--- config.mk ---
export PLATFORM = sky130hd
export DESIGN_NAME = tdc_meas_ctrl
export DESIGN_NICKNAME = d
export VERILOG_FILES = /design/src/rtl/tdc_ctrl_pkg.sv /design/src/rtl/tdc_stat_accum.sv /design/src/rtl/tdc_meas_ctrl.sv
export SDC_FILE = /design/constraint.sdc
export NUM_CORES = 1
export LEC_CHECK = 0
export ABC_AREA = 1
export CAP_MARGIN = 10
export CORE_ASPECT_RATIO = 0.75
export CORE_UTILIZATION = 43
export CTS_BUF_LIST = sky130_fd_sc_hd__clkbuf_4 sky130_fd_sc_hd__clkbuf_8
export CTS_CLUSTER_DIAMETER = 30
export DETAILED_ROUTE_END_ITERATION = 12
export GPL_TIMING_DRIVEN = 0
export PLACE_DENSITY = 0.71
export SETUP_SLACK_MARGIN = 0.2
export SLEW_MARGIN = 40
export SYNTH_ARGS = -nofsm -noshare
export SYNTH_HDL_FRONTEND = slang
export SYNTH_SLANG_ARGS = --single-unit
--- constraint.sdc ---
create_clock -name clk -period 2.2 [get_ports clk]
set_input_delay 0.22 -clock clk [delete_from_list [all_inputs] [get_ports clk]]
set_output_delay 0.22 -clock clk [all_outputs]
set_load 0.02 [all_outputs]
--- src/rtl/tdc_ctrl_pkg.sv ---
// Shared types and defaults for the TDC measurement sequencer.
// TDC_CTRL_MINMAX_EN enables per-run hw_min/hw_max tracking.
package tdc_ctrl_pkg;

  typedef enum logic [1:0] {
    IDLE,
    LAUNCH,
    WAIT,
    DONE
  } tdc_ctrl_state_t;

  localparam int unsigned TDC_N_DEF       = 64;
  localparam int unsigned TDC_CNT_W_DEF   = 8;
  localparam int unsigned TDC_TIMEOUT_DEF = 16;

  function automatic int unsigned hw_width(input int unsigned n);
    return $clog2(n) + 1;
  endfunction

endpackage

--- src/rtl/tdc_stat_accum.sv ---
// Per-run statistics: sample count, Hamming-weight sum, extrema.
// Extrema registers exist only with TDC_CTRL_MINMAX_EN.
module tdc_stat_accum
  import tdc_ctrl_pkg::*;
#(
  parameter int unsigned HW_W  = 7,
  parameter int unsigned CNT_W = 8
) (
  input  logic                    clk,
  input  logic                    rst,
  input  logic                    clr,
  input  logic                    smp_vld,
  input  logic [HW_W-1:0]         hw,
  output logic [CNT_W-1:0]        n_done,
  output logic [HW_W+CNT_W-1:0]   sum,
  output logic [HW_W-1:0]         hw_min,
  output logic [HW_W-1:0]         hw_max
);

  logic [CNT_W-1:0]      n_q;
  logic [HW_W+CNT_W-1:0] sum_q;

  always_ff @(posedge clk) begin
    if (rst || clr) begin
      n_q   <= '0;
      sum_q <= '0;
    end else if (smp_vld) begin
      n_q   <= n_q + CNT_W'(1);
      sum_q <= sum_q + {{CNT_W{1'b0}}, hw};
    end
  end

  assign n_done = n_q;
  assign sum    = sum_q;

`ifdef TDC_CTRL_MINMAX_EN
  logic [HW_W-1:0] min_q;
  logic [HW_W-1:0] max_q;

  always_ff @(posedge clk) begin
    if (rst || clr) begin
      min_q <= '1;
      max_q <= '0;
    end else if (smp_vld) begin
      if (hw < min_q) min_q <= hw;
      if (hw > max_q) max_q <= hw;
    end
  end

  assign hw_min = min_q;
  assign hw_max = max_q;
`else
  assign hw_min = '1;
  assign hw_max = '0;
`endif

endmodule

--- src/rtl/tdc_meas_ctrl.sv ---
// Sequencer running n_meas launch/capture cycles against tdc_top.
// Optional extrema tracking via TDC_CTRL_MINMAX_EN.
module tdc_meas_ctrl
  import tdc_ctrl_pkg::*;
#(
  parameter int unsigned N       = TDC_N_DEF,
  parameter int unsigned CNT_W   = TDC_CNT_W_DEF,
  parameter int unsigned TIMEOUT = TDC_TIMEOUT_DEF,
  localparam int unsigned HW_W   = hw_width(N)
) (
  input  logic                  clk,
  input  logic                  rst,
  input  logic                  start,
  input  logic [CNT_W-1:0]      n_meas,
  input  logic                  tog_en,
  output logic                  val_in,
  output logic                  pg_tog,
  input  logic [HW_W-1:0]       hw,
  input  logic                  val_out,
  output logic                  busy,
  output logic                  done,
  output logic                  timeout_err,
  output logic [CNT_W-1:0]      n_done,
  output logic [HW_W+CNT_W-1:0] sum,
  output logic [HW_W-1:0]       hw_min,
  output logic [HW_W-1:0]       hw_max
);

  localparam int unsigned TO_W = $clog2(TIMEOUT + 1);
  localparam logic [TO_W-1:0] TO_LAST = TO_W'(TIMEOUT - 1);

  tdc_ctrl_state_t  state_q;
  logic [CNT_W-1:0] nmeas_q;
  logic             tog_q;
  logic [TO_W-1:0]  to_cnt_q;
  logic             val_in_q;
  logic             pg_tog_q;
  logic             busy_q;
  logic             done_q;
  logic             terr_q;

  logic clr;
  logic smp_vld;
  logic last_smp;

  assign clr      = (state_q == IDLE) && start;
  assign smp_vld  = (state_q == WAIT) && val_out;
  assign last_smp = (n_done + CNT_W'(1)) == nmeas_q;

  always_ff @(posedge clk) begin
    if (rst) begin
      state_q  <= IDLE;
      nmeas_q  <= '0;
      tog_q    <= 1'b0;
      to_cnt_q <= '0;
      val_in_q <= 1'b0;
      pg_tog_q <= 1'b0;
      busy_q   <= 1'b0;
      done_q   <= 1'b0;
      terr_q   <= 1'b0;
    end else begin
      val_in_q <= 1'b0;
      done_q   <= 1'b0;
      unique case (state_q)
        IDLE: begin
          if (start) begin
            nmeas_q <= n_meas;
            tog_q   <= tog_en;
            terr_q  <= 1'b0;
            busy_q  <= 1'b1;
            if (n_meas == '0) begin
              state_q <= DONE;
              done_q  <= 1'b1;
            end else begin
              state_q  <= LAUNCH;
              val_in_q <= 1'b1;
            end
          end
        end
        LAUNCH: begin
          to_cnt_q <= '0;
          state_q  <= WAIT;
        end
        WAIT: begin
          if (val_out) begin
            if (tog_q) pg_tog_q <= ~pg_tog_q;
            if (last_smp) begin
              state_q <= DONE;
              done_q  <= 1'b1;
            end else begin
              state_q  <= LAUNCH;
              val_in_q <= 1'b1;
            end
          end else if (to_cnt_q == TO_LAST) begin
            terr_q  <= 1'b1;
            state_q <= DONE;
            done_q  <= 1'b1;
          end else begin
            to_cnt_q <= to_cnt_q + TO_W'(1);
          end
        end
        DONE: begin
          busy_q  <= 1'b0;
          state_q <= IDLE;
        end
        default: state_q <= IDLE;
      endcase
    end
  end

  assign val_in      = val_in_q;
  assign pg_tog      = pg_tog_q;
  assign busy        = busy_q;
  assign done        = done_q;
  assign timeout_err = terr_q;

  tdc_stat_accum #(
    .HW_W  (HW_W),
    .CNT_W (CNT_W)
  ) u_accum (
    .clk     (clk),
    .rst     (rst),
    .clr     (clr),
    .smp_vld (smp_vld),
    .hw      (hw),
    .n_done  (n_done),
    .sum     (sum),
    .hw_min  (hw_min),
    .hw_max  (hw_max)
  );

endmodule

## Word-level counts from Yosys, hierarchy flattened

Cells that the tools add are included.

- Register bits after elaboration: 44
- Input bits: 20

- Equality and inequality tests: 10
- Add/subtract/negate cells: 3
- Bitwise operators: 1
- Mux-type cells: 26
- Reduce and logical (&&, ||, !) cells: 14

Operator list:

| cell | count |
|---|---|
| $add A15 B7 Y15 | 1 |
| $mux W1 | 13 |
| $mux W2 | 5 |
| $mux W5 | 2 |
| $pmux W5 S2 | 1 |
| $add A8 B1 Y8 const B | 1 |
| $eq A8 B8 Y1 | 1 |
| $logic_not A8 Y1 | 1 |
| $pmux W1 S2 | 4 |
| $pmux W2 S4 | 1 |
| $ne A2 B2 Y1 const B | 3 |
| $reduce_and A2 Y1 | 3 |
| $reduce_and A3 Y1 | 2 |
| $reduce_bool A2 Y1 | 3 |
| $add A5 B1 Y5 const B | 1 |
| $eq A5 B4 Y1 const B | 1 |
| $eq A2 B2 Y1 const B | 2 |
| $reduce_and A4 Y1 | 1 |
| $ne A3 B2 Y1 const B | 1 |
| $eq A2 B1 Y1 const B | 1 |
| $logic_and A1 B1 Y1 | 2 |
| $logic_not A2 Y1 | 1 |
| $ne A2 B1 Y1 const B | 1 |
| $logic_or A1 B1 Y1 | 1 |
| $not A1 Y1 | 1 |

## Logic depth before layout (Yosys ltp)

- Word-level depth: 5
- Mapped depth: 14

## Cells and area by module

From an unflattened synthesis, not the netlist that was laid out.

- Cell total of the unflattened synthesis: 417
- Area, all modules: 2,740.1 um^2

By module, submodules not included:

| module | instances | area an instance (um^2) | cells each |
|---|---|---|---|
| tdc_stat_accum | 1 | 1,525.2 | 227 |
| tdc_meas_ctrl | 1 | 1,214.9 | 190 |

## Least setup slack after synthesis

No wires, ideal clock.

- Kind: register to register
- From: register u_accum.sum_q[0], in the netlist u_accum.sum[0]
- To: register u_accum.sum_q[14], in the netlist u_accum.sum[14]
- Arrival: 1.827 ns
- Slack: 0.253 ns
- Clock period less this slack: 1.947 ns
- Buffers on the path: 0
- Required time: 2.081 ns
- Stages on the path, launching flop included: 11
- Cells stage by stage: dfxtp_1 -> ha_1 -> inv_1 -> fa_1 -> nand3b_1 -> nand2_1 -> inv_1 -> o21ai_1 -> nand3b_1 -> o21ai_0 -> a21oi_1

- Longest elaborated chain between the ends: 1

Ends and longest elaborated chain:

| what | RTL line | source |
|---|---|---|
| from (decl) | tdc_stat_accum.sv:21 | `logic [HW_W+CNT_W-1:0] sum_q;` |
| from (signal assigned) | tdc_stat_accum.sv:29 | `sum_q <= sum_q + {{CNT_W{1'b0}}, hw};` |
| $add A15 B7 Y15 | tdc_stat_accum.sv:29 |  |

Every way passes these cells.
A chain may end at the register's enable or synchronous reset.

## Worst setup path after layout

Same ends and word-level chain as after synthesis.

==> flow_summary.ini <==
[synth]
synth_xor_area_frac = 0.0205
synth_top_cells_by_count = nand2_1 (53), inv_1 (51), dfxtp_1 (44)
synth_warnings = 0
synth.area.top_cells = dfxtp_1 (34%), nand2_1 (7.8%), inv_1 (7.5%)
synthMuxAreaShare = 0
yosysSeqAreaShare = 0.344
post-synth-top-count-cell = nand2_1
synth_ff_type = dfxtp_1
post_synth_num_cell_types = 34
synth-edff-count = 0
synth_area_um2 = 2560
yosys.area_share.simple = 0.256
synth_compound_area_frac = 0.175
syn_avg_cell_area_um2 = 7.13
synthArstFlopShare = 0
synth_top_cell_by_area = dfxtp_1
synthAdderAreaFrac = 0.0567
synth_top_area_share = 0.344
synthCells = 359
synth_top_family_by_area = simple AND/OR/NAND/NOR gates
synth_seq_cells = 44

[worst_setup_path]
ff2ff_setup_slack_ps = 230
r2r-start = u_accum.sum[0]$_SDFFE_PP0P_
cp.required_ps = 2460
crit_path_end_kind = flop
r2r_end = u_accum.sum[14]$_SDFFE_PP0P_
startpoint = u_accum.sum[0]$_SDFFE_PP0P_
r2r.worst_path.cells = 11
crit_fanout = 4
crit_type = flop to flop
start_kind = flop
crit_arrival_ps = 2230

[route]
vias = 2462
first_iter_violations = 101
wl_um = 6140
viasPerCell = 4.88
firstDrtPassIters = 4
wl_per_cell_um = 12.2
drc = 0
postRouteAntennaNets = 0

[cts]
htree_num_levels = 2
clock_sinks = 44
cts_tree = yes
cts_made_buffers = 5
clk_pin_slew_worst_paths_ps = 90
cts.path.max_buffers = 2
clock-root-buffer = clkbuf_8
clkLatencyLatePin_ps = 320

[timing]
hold_viol = 0
grt_setup_unrepaired = true
slew_violations = 0
finalCritPeriodShare = 0.897
postLayoutSetupSlackWorst_ps = 226
fin_worst_skew_ps = 11.2
max_slew_margin = 0.663
whs_ps = 334
tightest_slew_ps = 506
period_minus_slack_ps = 1970
setup_viol = 0
fmax_mhz = 507

[run_status]
run_status = completed

[power_and_ir_drop]
power_frac_clock = 0.366
seqPwrFrac = 0.464
comb_power_share = 0.170
p_sw_w = 0.000508
p_sw_frac = 0.276
peakVddDrop_mv = 0.475
p_per_area_nw_per_um2 = 549
p_int_w = 0.00133
p_leak_nw = 1.44

[global_route]
grt_use_total = 0.202
antenna_found_initial = 0
first_global_vias = 2098
gr-total-overflow = 0
grt_pass1_wl_um = 9690
grt_max_degree = 15

[cells_and_area]
final_layout_size_suffix_gt1_frac = 0.161
insertedDiodeCount = 0
syn_to_final_growth_pct = 30.9
fillCellCount = 520
nets = 459
multi_input_area_um2 = 1390
seq_area_um2 = 882

[floorplanning]
rows = 23
die_h_um = 68.8
chipWidth_um = 91.1
die_area_um2 = 6270
core_area_um2 = 5530
start_util = 0.463
pin_count = 62

[hold_path]
whs_endpoint = u_accum.sum[0]$_SDFFE_PP0P_
holdPathStages = 4
hold_start = hw[0]
hp-class = input port to flop

[place]
place_ws_ps = -197
place_hpwl_um = 4580
io_buffers = 47
gp_congestion = 0.824

[flow_run]
maxCapViolCount = 0
-- layer usage --
layer,vias to the layer above,track usage,part of all wire
met5,-,0,0
met3,6,0.0548,0.063
met4,0,0.0754,0.011
met1,1098,0.262,0.48
met2,75,0.327,0.45
li1,1283,-,-
-- power groups by stage --
stage	Sequential, W	Clock [W]	Combinational, W
final	0.000853	0.000673	0.000313
after global routing	0.000857	0.000728	0.000348
after CTS	0.000852	0.000679	0.000308
after detailed placement	0.000871	0	0.000306
after global placement	0.000870	0	0.000302
after floorplan	0.000880	0	0.000193
-- per-stage QoR --
| stage | cell area [um2] | std cells | total power [W] | TNS (ps) | util |
|---|---|---|---|---|---|
| 2_1_floorplan | 2610 | 371 | 0.00107 | 0 | - |
| 3_3_place_gp | 3170 | 493 | 0.00117 | -527 | 0.574 |
| 3_5_place_dp | 3170 | 493 | 0.00118 | -633 | 0.574 |
| 4_1_cts | 3300 | 501 | 0.00184 | 0 | 0.597 |
| 5_1_grt | 3350 | 504 | 0.00193 | 0 | 0.607 |
| 6_report | 3350 | 504 | 0.00184 | 0 | 0.607 |
-- cells in the final DEF, fill, tap and decap left out, types with 3 or more instances in the layout --
cell             instances
nand2_1                 52
inv_1                   49
clkdlybuf4s50_1         46
dfxtp_1                 43
a21oi_1                 35
nor2_1                  25
o21ai_0                 24
nand3_1                 21
buf_4                   18
conb_1                  14
inv_2                   10
ha_1                     9
o21ai_1                  8
nand3_2                  8
nor2_2                   6
clkbuf_8                 6
clkbuf_1                 5
o211ai_1                 5
o21bai_1                 5
nand2_2                  4
xor2_1                   4
nor2_4                   3
buf_2                    3
nand3b_1                 3
-- area by class of cell --
type,count,share of cell area
sequential,44,0.263
tap,75,0.0280
multi-input combinational,244,0.414
timing repair buffer,50,0.148
clock inverter,2,0.0116
inverter,60,0.0676
buffer,23,0.0437
clock buffer,6,0.0246
-- worst max-delay path by stage --
stage | slack (ps) | depth (start not counted) | endpoint
6_report | 230 | 11 | u_accum.sum[14]$_SDFFE_PP0P_
5_1_grt | 100 | 11 | u_accum.sum[14]$_SDFFE_PP0P_
4_1_cts | 220 | 12 | u_accum.sum[14]$_SDFFE_PP0P_
3_5_place_dp | -200 | 12 | u_accum.sum[14]$_SDFFE_PP0P_
2_1_floorplan | 250 | 10 | u_accum.sum[14]$_SDFFE_PP0P_
3_3_place_gp | -170 | 12 | u_accum.sum[12]$_SDFFE_PP0P_
-- cell families after synthesis --
kind of cell | Yosys count
AO/OA/AOI/OAI | 83
flip-flops | 44
XOR/XNOR | 6
other | 2
adder cells (fa/ha/maj) | 11
buffers and inverters | 83
AND/OR/NAND/NOR | 130
-- critical path, stage by stage (launching register included) --
cell and delay, ps:
dfxtp_2 370, ha_4 150, inv_2 40, fa_2 360, nand3b_1 180, nand2_2 100
inv_2 50, o21ai_2 160, nand3b_1 170, clkinv_2 110, nand3b_1 90, a21oi_1 150
-- flip-flops by register name (all words and copies together), names as in the netlist --
name and cells:
state_q 2, timeout_err 1, nmeas_q 8, done 1
val_in 1, busy 1, to_cnt_q 5, u_accum.n_done 8
pg_tog 1, u_accum.sum 15, tog_q 1
-- repair_timing --
item / CTS / global route
setup buffers: 0 / 3
gates resized for setup: 5 / 10
hold buffers: 0 / 0
endpoints found under the setup margin: 3 / 6
pin swaps: 0 / 5
Note: power is estimated with default switching activity, not from simulation.
==> RTL edit 1 (same settings) <==
The option `TDC_CTRL_MINMAX_EN` is turned on by a define.
--- a/src/rtl/tdc_stat_accum.sv
+++ b/src/rtl/tdc_stat_accum.sv
@@ -2,2 +2,4 @@
 // Extrema registers exist only with TDC_CTRL_MINMAX_EN.
+`define TDC_CTRL_MINMAX_EN
+
 module tdc_stat_accum
Check against the original RTL: not equivalent (a bounded check fails within 4 cycles, from zero or initial values and one cycle with rst high).
==> RTL edit 1 against the original RTL <==
Worst setup slack improved by 0.072 ns; sequential cell count up 14; area after synthesis is 24% higher; worst hold slack worse by 0.25 ns; final area up 25%; wire length is 28% higher; power rose by 28%; critical path type unchanged; largest power group unchanged; highest routed layer unchanged.
==> RTL edit 1: results <==
{
  "status": "completed",
  "inv_count": 69,
  "postCtsSetupBuffers": 1,
  "finClkSkew_ns": 0.006550,
  "n_clock_buffer": 11,
  "wl_met2_um": 3418,
  "cts_buffers": 9,
  "min_to": "state_q[1]$_SDFFE_PP0P_",
  "clk_latency_ns": 0.34,
  "nFillCells": 661,
  "buf_share_pct": 16.21,
  "detailedPlace.worstSlack_ns": -0.3241,
  "multi_input_area_share_pct": 42.75,
  "hold_start": "rst",
  "leakagePower_uw": 0.001763,
  "grt_max_degree": 11,
  "final_layout_size_suffix_gt1_share_pct": 12.50,
  "drt_iter0_drc": 133,
  "fin_nets": 559,
  "path_max_fanout": 3,
  "cts_resized": 7,
  "synth_common_cells": "nand2_1 (80), inv_1 (63), dfxtp_1 (58)",
  "grtUsageTotal_pct": 21.38,
  "synth.area.top_cells": "dfxtp_1 (37%), nand2_1 (9.5%), ha_1 (9.1%)",
  "port_buffers": 60,
  "syn_to_final_growth_pct": 31.99,
  "yosysSeqAreaShare_pct": 36.56,
  "met3_usage_pct": 5.872,
  "max_slew.worst_pin.slew_ns": 0.4498,
  "vias": 3073,
  "place_hpwl_um": 5887,
  "synthXorXnorAreaFrac_pct": 2.482,
  "whs_ns": 0.08387
}
[RTL edit 1: where the power goes]
| group | internal (µW) | switching (µW) |
|---|---|---|
| logic | 147 | 211 |
| clock network | 445 | 444 |
| registers | 1090 | 28.3 |
| total | 1680 | 684 |
[RTL edit 1: worst max path at each step]
stage,start,end,slack (ns),cells past startpoint
after global routing,u_accum.sum[0]$_SDFFE_PP0P_,u_accum.sum[12]$_SDFFE_PP0P_,0.16,11
after CTS,u_accum.sum[0]$_SDFFE_PP0P_,u_accum.sum[14]$_SDFFE_PP0P_,0.24,11
after floorplan,u_accum.sum[0]$_SDFFE_PP0P_,u_accum.sum[14]$_SDFFE_PP0P_,0.28,11
after global placement,hw[1],u_accum.sum[14]$_SDFFE_PP0P_,-0.27,11
after detailed placement,hw[1],u_accum.sum[14]$_SDFFE_PP0P_,-0.32,11
final,u_accum.sum[0]$_SDFFE_PP0P_,u_accum.sum[12]$_SDFFE_PP0P_,0.30,11
==> RTL edit 2 (same flow settings) <==
Without the edit above. Re-encode `tdc_ctrl_state_t` (4 states) as Gray code, 2 bits wide.
--- a/src/rtl/tdc_ctrl_pkg.sv
+++ b/src/rtl/tdc_ctrl_pkg.sv
@@ -5,6 +5,6 @@
   typedef enum logic [1:0] {
-    IDLE,
-    LAUNCH,
-    WAIT,
-    DONE
+    IDLE   = 2'b00,
+    LAUNCH = 2'b01,
+    WAIT   = 2'b11,
+    DONE   = 2'b10
   } tdc_ctrl_state_t;
Behaviour: same outputs for any inputs over 10 cycles, from zero or initial values and one cycle with rst high; not proved beyond that.
==> RTL edit 2 against the original RTL <==
Final area is 0.71% lower; sequential cell count did not move; worst setup slack improved by 0.098 ns; critical path depth unchanged; area after synthesis is 0.15% lower; critical endpoint is now u_accum.sum[13]$_SDFFE_PP0P_; wire length shrank 2.4%; power grew 13%.
==> RTL edit 2: results <==
{
  "status": "completed",
  "r2r_end": "u_accum.sum[6]$_SDFFE_PP0P_",
  "reg2reg_from": "state_q[0]$_SDFFE_PP0P_",
  "drt_iter0_drc": 130,
  "fin_nets": 474,
  "grt_pass1_wl_um": 9915,
  "grtUsageTotal_pct": 20.19,
  "placed_cells": 503,
  "min_to": "to_cnt_q[4]$_SDFFE_PP0P_",
  "port_buffers": 46,
  "leakagePower_uw": 0.001398,
  "cts_buffer_depth": 2,
  "critPathSlowestCell": "clkdlybuf4s50_1",
  "synthArstFlopShare_pct": 0,
  "whs_ns": 0.2978,
  "finClkSkew_ns": 0.005248,
  "critPathArrivalTime_ns": 2.06,
  "synth_ff_type": "dfxtp_1",
  "synth_common_cells": "nand2_1 (72), dfxtp_1 (44), inv_1 (44), nor2_1 (44), a21oi_1 (33)",
  "hp-class": "in -> reg",
  "timing.reg2reg.worst_path_depth": 10,
  "wl_per_cell_um": 11.66,
  "final_cells": 514,
  "synth.area.top_cells": "dfxtp_1 (34%), nand2_1 (11%), ha_1 (6.9%)",
  "gp_congestion": 0.8192,
  "hold_start": "rst",
  "dpl_cell_area_um2": 3156,
  "crit_path_start": "hw[2]",
  "synth_cell_types": 37,
  "critical-path-max-stage-delay_ns": 0.41,
  "dr.pass1.iters": 5,
  "whs_path_depth": 2,
  "regToRegSetupSlack_ns": 0.33,
  "path_max_fanout": 4,
  "final_layout_size_suffix_gt1_share_pct": 11.16,
  "cts_buffers": 5,
  "synth-edff-count": 0,
  "grt_max_degree": 13,
  "postSynthCellCount": 370,
  "n_antenna_cell": 0,
  "detailedPlace.worstSlack_ns": -0.1216,
  "htreeDepth": 2,
  "clk_latency_ns": 0.30,
  "antenna_found_initial": 0,
  "vias_per_cell": 4.833,
  "largest_reg_flops": 15,
  "cpLargestDelayFamily": "simple AND/OR/NAND/NOR gates",
  "clk_pin_slew_ns": 0.08,
  "synth_warnings": 0,
  "place_hpwl_um": 4542,
  "grt_pass1_vias": 2206,
  "yosysSeqAreaShare_pct": 34.46,
  "ir_worst_vdd_uv": 511.3,
  "cts_root_buf": "clkbuf_8"
}
[RTL edit 2: where the power goes]
group	internal [µW]	switching, µW
logic	248	365
clock network	280	265
registers	864	50.1
total	1390	680
[RTL edit 2: final cells by class]
type,instances,area (µm²)
timing repair buffer,50,490.5
buffer,22,140.1
multi-input combinational,270,1445
sequential,44,885.9
inverter,46,176.4
tap,75,93.84
clock buffer,7,96.34
fill,544,2197
[RTL edit 2: cell families after synthesis]
| kind of cell | after synthesis | synth area share, % |
|---|---|---|
| adders and majority gates | 15 | 7.636 |
| and+or+nand+nor | 160 | 27.31 |
| DFF | 44 | 34.46 |
| xor gates and xnor gates | 8 | 2.741 |
| other | 2 | 0.2938 |
| AOI/OAI and AO/OA | 73 | 15.42 |
| buffers and inverters | 68 | 12.14 |
[RTL edit 2: routing by layer]
layer  track usage [%]  wire (µm)  vias to the layer above
li1                  -          -                     1313
met1             26.95       2956                     1093
met2             32.20       2575                       72
met3             4.934        394                        6
met4             7.341         63                        0
met5                 0          0                        -
[RTL edit 2: how the worst max path moves through the flow]
stage                     slack [ns]                            to  cells after the start
final                           0.32  u_accum.sum[13]$_SDFFE_PP0P_                     11
after global routing            0.15   u_accum.sum[6]$_SDFFE_PP0P_                     10
after CTS                       0.20       state_q[1]$_SDFFE_PP0P_                     13
after detailed placement       -0.12  u_accum.sum[13]$_SDFFE_PP0P_                     11
after global placement          -0.1  u_accum.sum[13]$_SDFFE_PP0P_                     11
after floorplan                 0.38   u_accum.sum[5]$_SDFFE_PP0P_                     10
[RTL edit 2: repair_timing]
item | 4_1_cts | 5_1_grt
buffers inserted | 0 | 4
gates resized for setup | 2 | 17
pin swaps | 0 | 3
endpoints found under the setup margin | 12 | 25
cloned | 0 | 0
